File: src/rtl/arm_fetch_pkg.sv
// Shared types for the ARM instruction fetch path: sequencer states, the PC step,
// and the queue entry that pairs a fetched word with its PC.
package arm_fetch_pkg;

  localparam int PKG_ADDR_W = 32;
  localparam logic [PKG_ADDR_W-1:0] PC_INC = 32'd4;

  typedef enum logic [2:0] {
    ST_BOOT,
    ST_FETCH,
    ST_REDIRECT,
    ST_HALTED,
    ST_FAULT
  } fetch_state_e;

  typedef struct packed {
    logic [31:0]           instr;
    logic [PKG_ADDR_W-1:0] pc;
  } fetch_entry_t;

endpackage

File: src/rtl/fetch_queue.sv
// Small circular FIFO of fetched {instr, pc} entries between fetch and decode.
// Flush has priority over push and pop.
module fetch_queue
  import arm_fetch_pkg::*;
#(
  parameter int QDEPTH = 2
) (
  input  logic                  clk,
  input  logic                  nreset,
  input  logic                  i_push,
  input  logic                  i_pop,
  input  logic                  i_flush,
  input  logic [31:0]           i_instr,
  input  logic [PKG_ADDR_W-1:0] i_pc,
  output logic                  o_full,
  output logic                  o_empty,
  output logic [31:0]           o_head_instr,
  output logic [PKG_ADDR_W-1:0] o_head_pc
);

  localparam int PTR_W = (QDEPTH > 1) ? $clog2(QDEPTH) : 1;
  localparam int CNT_W = $clog2(QDEPTH + 1);

  fetch_entry_t     r_mem [QDEPTH];
  logic [PTR_W-1:0] r_rd_ptr;
  logic [PTR_W-1:0] r_wr_ptr;
  logic [CNT_W-1:0] r_count;
  logic             w_push_ok;
  logic             w_pop_ok;

  assign o_empty   = (r_count == '0);
  assign o_full    = (r_count == CNT_W'(QDEPTH));
  assign w_pop_ok  = i_pop && !o_empty;
  // A push into a full queue is accepted only when the head leaves in the same cycle.
  assign w_push_ok = i_push && (!o_full || w_pop_ok);

  assign o_head_instr = r_mem[r_rd_ptr].instr;
  assign o_head_pc    = r_mem[r_rd_ptr].pc;

  always_ff @(posedge clk or negedge nreset) begin
    if (!nreset) begin
      r_rd_ptr <= '0;
      r_wr_ptr <= '0;
      r_count  <= '0;
    end else if (i_flush) begin
      r_rd_ptr <= '0;
      r_wr_ptr <= '0;
      r_count  <= '0;
    end else begin
      if (w_push_ok) r_wr_ptr <= r_wr_ptr + PTR_W'(1);
      if (w_pop_ok)  r_rd_ptr <= r_rd_ptr + PTR_W'(1);
      case ({w_push_ok, w_pop_ok})
        2'b10:   r_count <= r_count + CNT_W'(1);
        2'b01:   r_count <= r_count - CNT_W'(1);
        default: r_count <= r_count;
      endcase
    end
  end

  // Payload storage carries no reset; the head is only meaningful while non-empty.
  always_ff @(posedge clk) begin
    if (w_push_ok && !i_flush) begin
      r_mem[r_wr_ptr].instr <= i_instr;
      r_mem[r_wr_ptr].pc    <= i_pc;
    end
  end

endmodule

File: src/rtl/fetch_sequencer.sv
// Instruction fetch sequencer: owns the PC, fetches from a combinational instruction
// memory into a small queue, and handles branch redirects, halt and bad-target faults.
module fetch_sequencer
  import arm_fetch_pkg::*;
#(
  parameter int          ADDR_W    = 32,
  parameter logic [31:0] RESET_PC  = 32'h0000_0000,
  parameter int          MEM_BYTES = 128,
  parameter int          QDEPTH    = 2
) (
  input  logic              clk,
  input  logic              nreset,
  output logic [ADDR_W-1:0] imem_addr,
  input  logic [31:0]       imem_data,
  input  logic              br_valid,
  input  logic [ADDR_W-1:0] br_target,
  input  logic              halt,
  output logic              instr_valid,
  output logic [31:0]       instr,
  output logic [ADDR_W-1:0] instr_pc,
  input  logic              instr_ready,
  output logic              fault
);

  fetch_state_e          r_state;
  fetch_state_e          w_state_nxt;
  logic [ADDR_W-1:0]     r_fetch_pc;
  logic [ADDR_W-1:0]     w_pc_nxt;
  logic [ADDR_W-1:0]     w_seq_pc;
  logic                  r_fault;
  logic                  w_fire;
  logic                  w_flush;
  logic                  w_set_fault;
  logic                  w_pop;
  logic                  w_full;
  logic                  w_empty;
  logic                  w_tgt_legal;
  logic [31:0]           w_head_instr;
  logic [PKG_ADDR_W-1:0] w_head_pc;

  assign w_tgt_legal = (br_target[1:0] == 2'b00) && (br_target < ADDR_W'(MEM_BYTES));
  // Sequential fetch wraps from the last word back to address zero.
  assign w_seq_pc    = (r_fetch_pc == ADDR_W'(MEM_BYTES - 4)) ? '0
                                                               : r_fetch_pc + ADDR_W'(PC_INC);
  assign w_pop       = !w_empty && instr_ready;

  always_comb begin
    w_state_nxt = r_state;
    w_pc_nxt    = r_fetch_pc;
    w_fire      = 1'b0;
    w_flush     = 1'b0;
    w_set_fault = 1'b0;
    case (r_state)
      ST_BOOT:  w_state_nxt = ST_FETCH;
      ST_FAULT: w_state_nxt = ST_FAULT;
      default: begin
        if (br_valid) begin
          w_flush = 1'b1;
          if (w_tgt_legal) begin
            w_pc_nxt    = br_target;
            w_state_nxt = (r_state == ST_HALTED) ? ST_HALTED : ST_REDIRECT;
          end else begin
            w_set_fault = 1'b1;
            w_state_nxt = ST_FAULT;
          end
        end else begin
          case (r_state)
            ST_FETCH: begin
              if (halt) begin
                w_state_nxt = ST_HALTED;
              end else if (!w_full || w_pop) begin
                w_fire   = 1'b1;
                w_pc_nxt = w_seq_pc;
              end
            end
            ST_REDIRECT: w_state_nxt = halt ? ST_HALTED : ST_FETCH;
            ST_HALTED:   if (!halt) w_state_nxt = ST_FETCH;
            default:     w_state_nxt = r_state;
          endcase
        end
      end
    endcase
  end

  always_ff @(posedge clk or negedge nreset) begin
    if (!nreset) begin
      r_state    <= ST_BOOT;
      r_fetch_pc <= ADDR_W'(RESET_PC);
      r_fault    <= 1'b0;
    end else begin
      r_state    <= w_state_nxt;
      r_fetch_pc <= w_pc_nxt;
      if (w_set_fault) r_fault <= 1'b1;
    end
  end

  fetch_queue #(
    .QDEPTH(QDEPTH)
  ) u_queue (
    .clk         (clk),
    .nreset      (nreset),
    .i_push      (w_fire),
    .i_pop       (w_pop),
    .i_flush     (w_flush),
    .i_instr     (imem_data),
    .i_pc        (PKG_ADDR_W'(r_fetch_pc)),
    .o_full      (w_full),
    .o_empty     (w_empty),
    .o_head_instr(w_head_instr),
    .o_head_pc   (w_head_pc)
  );

  // Head fields read as zero whenever nothing valid is presented.
  assign imem_addr   = r_fetch_pc;
  assign instr_valid = !w_empty;
  assign instr       = w_empty ? '0 : w_head_instr;
  assign instr_pc    = w_empty ? '0 : ADDR_W'(w_head_pc);
  assign fault       = r_fault;

endmodule

File: config.mk
export PLATFORM = sky130hd
export DESIGN_NAME = fetch_sequencer
export DESIGN_NICKNAME = d
export VERILOG_FILES = /design/src/rtl/arm_fetch_pkg.sv /design/src/rtl/fetch_queue.sv /design/src/rtl/fetch_sequencer.sv
export SDC_FILE = /design/constraint.sdc
export NUM_CORES = 1
export LEC_CHECK = 0
export CAP_MARGIN = 10
export CORE_MARGIN = 2
export CORE_UTILIZATION = 45
export DETAILED_ROUTE_END_ITERATION = 10
export GPL_TIMING_DRIVEN = 0
export PLACE_DENSITY_LB_ADDON = 0.12
export SYNTH_ARGS = -nofsm -noshare
export SYNTH_HDL_FRONTEND = slang
export SYNTH_SLANG_ARGS = --single-unit
File: constraint.sdc
create_clock -name clk -period 5.05 [get_ports clk]
set_clock_uncertainty 0.2 [all_clocks]
set_input_delay 0.7575 -clock clk [delete_from_list [all_inputs] [get_ports clk]]
set_output_delay 0.7575 -clock clk [all_outputs]
set_load 0.1 [all_outputs]
==> reports/qor.yml <==
outcome:
  status: "completed"
clock_tree:
  clockBufferDepth: 2
  cts-resized-gates: 0
  clk_pin_slew_ns: 0.07
  cts-buffers-inserted: 17
  tritoncts: "built"
  post_cts_buffers: 0
  cts_hold_buf: 0
  cts-root-buf: "clkbuf_16"
  htree_num_levels: 4
  insertion_delay_ns: 0.42
  clock-sinks: 168
sta:
  relSlewSlack: 0.310
  tightest_slew_ns: 1.03
  finalHoldViolCount: 0
  max_clock_freq_mhz: 223
  rsz0062_at_grt: "false"
  finalCritPeriodShare: 0.886
  setup_viol: 0
  finalMaxSlewViolations: 0
  layout_min_cycle_time_ns: 4.47
  fin_tns_setup_ns: 0
global_route:
  gr-total-overflow: 0
  track_usage: 0.212
  grt_max_degree: 32
  antenna_found_initial: 0
  grt_pass1_wl_um: 27200
  first_global_vias: 5157
place:
  hpwl_um: 12300
  post_dp_cell_area_um2: 9280
  gp_congestion: 0.887
  numPortBuffers: 165
worst_setup_path:
  r2r_setup_slack_ns: 1.98
  worst_setup_path_end_kind: "output pin"
  crit_required_ns: 4.09
  critPathArrivalTime_ns: 3.52
  cp_slowest_stage_delay_ns: 1.14
  critPathLaunch: "u_queue.r_rd_ptr"
  crit_slowest_cell: "clkdlybuf4s50_1"
  timing.rr.start: "imem_addr[2]"
  critical_path.cell_chain: "clkbuf_1, buf_1, mux2i_1, nor2_1, clkdlybuf4s50_1"
  criticalPathCategory: "reg2out"
  rr_endpoint: "imem_addr[17]"
  cp.depth: 5
  critical_path.max_fanout: 10
  reg2reg_depth: 7
  cp-endpoint: "instr_pc[22]"
  critPathTopFamily: "buffers and inverters"
  crit_buf_inv: 3
  cp-start-kind: "flip-flop"
floorplan:
  core_area_um2: 15800
  die_area_um2: 17100
  start_util: 0.458
  row_count: 46
  die_w_um: 131
  ios: 167
  die_h_um: 131
logic_synthesis:
  netlist_area_um2: 7220
  async_flop_share: 0.238
  synth_seq_cells: 168
  synth_cell_type_count: 53
  syn-num-nets: 619
  avgSynthCellArea_um2: 13.2
  synth_edf_count: 128
  yosysSeqAreaShare: 0.671
  ys.flop_type: "edfxtp_1"
  syn_inst: 548
  synth_warnings: 0
min_path:
  hold_class: "in2async"
power_and_ir_drop:
  power.density_nw_per_um2: 643
  fin_total_pwr_mw: 6.38
  leakage_nw: 3.52
  ir_worst_vdd_mv: 0.483
finish:
  fin_area_um2: 9920
  final_common_cell: "clkdlybuf4s50_1"
  nNetsFinal: 809
  drive_above_1_share: 0.0679
  fill_cells: 1285
  final_cell_mix: "clkdlybuf4s50_1, edfxtp_1, nor2_1"
  area_growth_pct: 37.4
  antennaDiodeCount: 0
detailed_routing:
  drtIter0Drc: 474
  drtPass1Iterations: 5
  viasPerCell: 5.53
  routed_wl_um: 17900
  vias: 5343
  wl_per_cell_um: 18.6
  drc_errors: 0
  ant_nets: 0
run:
  drv_cap: 0
## synthesized netlist by cell type, drive strengths merged (4+ instances only)
library cell | instances | share of area
edfxtp | 128 | 0.53
nor2 | 86 | 0.045
mux2i | 68 | 0.094
dfrtp | 40 | 0.14
a21oi | 27 | 0.019
o21ai | 18 | 0.012
clkbuf | 17 | 0.0088
nor4 | 15 | 0.013
nand2 | 14 | 0.0073
nand4 | 14 | 0.012
buf | 13 | 0.0097
inv | 11 | 0.0057
nand3 | 8 | 0.0055
nor3 | 8 | 0.0055
or3 | 8 | 0.0069
a32o | 7 | 0.0097
and4 | 6 | 0.0073
and3 | 5 | 0.0043
and2 | 4 | 0.0035
o2bb2ai | 4 | 0.0049
## per-stage QoR
stage / util / hold WS (ns) / setup WS, ns / std cells
after global routing: 0.629 / 0.00960 / 0.413 / 967
after floorplan: - / 0.262 / -0.167 / 548
final: 0.629 / 0.00101 / 0.576 / 967
after detailed placement: 0.588 / 0.268 / 1.01 / 935
after CTS: 0.629 / 0.00109 / 0.530 / 967
after global placement: 0.580 / 0.273 / -1.95 / 929
## metal layers
| layer | wire (um) | vias up | GRT usage |
|---|---|---|---|
| met1 | 7560 | 2594 | 0.271 |
| li1 | - | 2466 | - |
| met3 | 1210 | 33 | 0.0464 |
| met2 | 8800 | 250 | 0.349 |
| met5 | 0 | - | 0 |
| met4 | 365 | 0 | 0.0939 |
## state kept, by name, summed over array words and instances, names as in the netlist, named ones only
name / flops
fault: 1
u_queue.r_wr_ptr: 1
imem_addr: 32
r_state: 2
u_queue.r_rd_ptr: 1
u_queue.r_mem: 128
u_queue.r_count: 2
## worst min-delay path by stage
stage	startpoint	end	cells after the start
floorplan	nreset	asynchronous set/reset pin	0
global placement	fault	fault	1
detailed placement	fault	fault	1
CTS	nreset	imem_addr[27]	1
global route	nreset	imem_addr[28]	1
finish	nreset	imem_addr[27]	1
## where the power goes
group	switching, mW	leakage (nW)	internal (mW)
clock network	0.536	0.311	0.861
registers	0.0777	1.60	1.54
logic	2.61	1.61	0.759
total	3.22	3.52	3.16
## worst register-to-register path: stages (launching register included)
cell and delay (ns):
dfrtp_1 0.48, ha_1 0.31, and4_1 0.28, and4_1 0.26
a21oi_1 0.61, clkbuf_1 0.51, o21ai_0 0.17, a21oi_1 0.17
## cells by family (layout without fill, tap and decap cells)
group / Yosys count / in the layout / synth area share
AND/OR/NAND/NOR: 176 / 176 / 0.118
adder cells (fa/ha/maj): 2 / 2 / 0.00347
buffers and inverters: 41 / 244 / 0.0243
flip-flops: 168 / 168 / 0.671
XOR/XNOR: 3 / 3 / 0.00364
AO/OA/AOI/OAI: 90 / 90 / 0.0853
multiplexers: 68 / 68 / 0.0943
## layout make-up
type                    instances  area, um2  share of cell area
plain buffers                  30        134              0.0135
clock inverters                13        193              0.0194
inverters                      11       41.3             0.00416
clock buffers                  19        453              0.0456
flip-flops and latches        168       4840               0.488
repair buffers                171       1770               0.178
well taps                     216        270              0.0272
multi-input cells             339       2220               0.224
(Power assumes the default switching activity.)
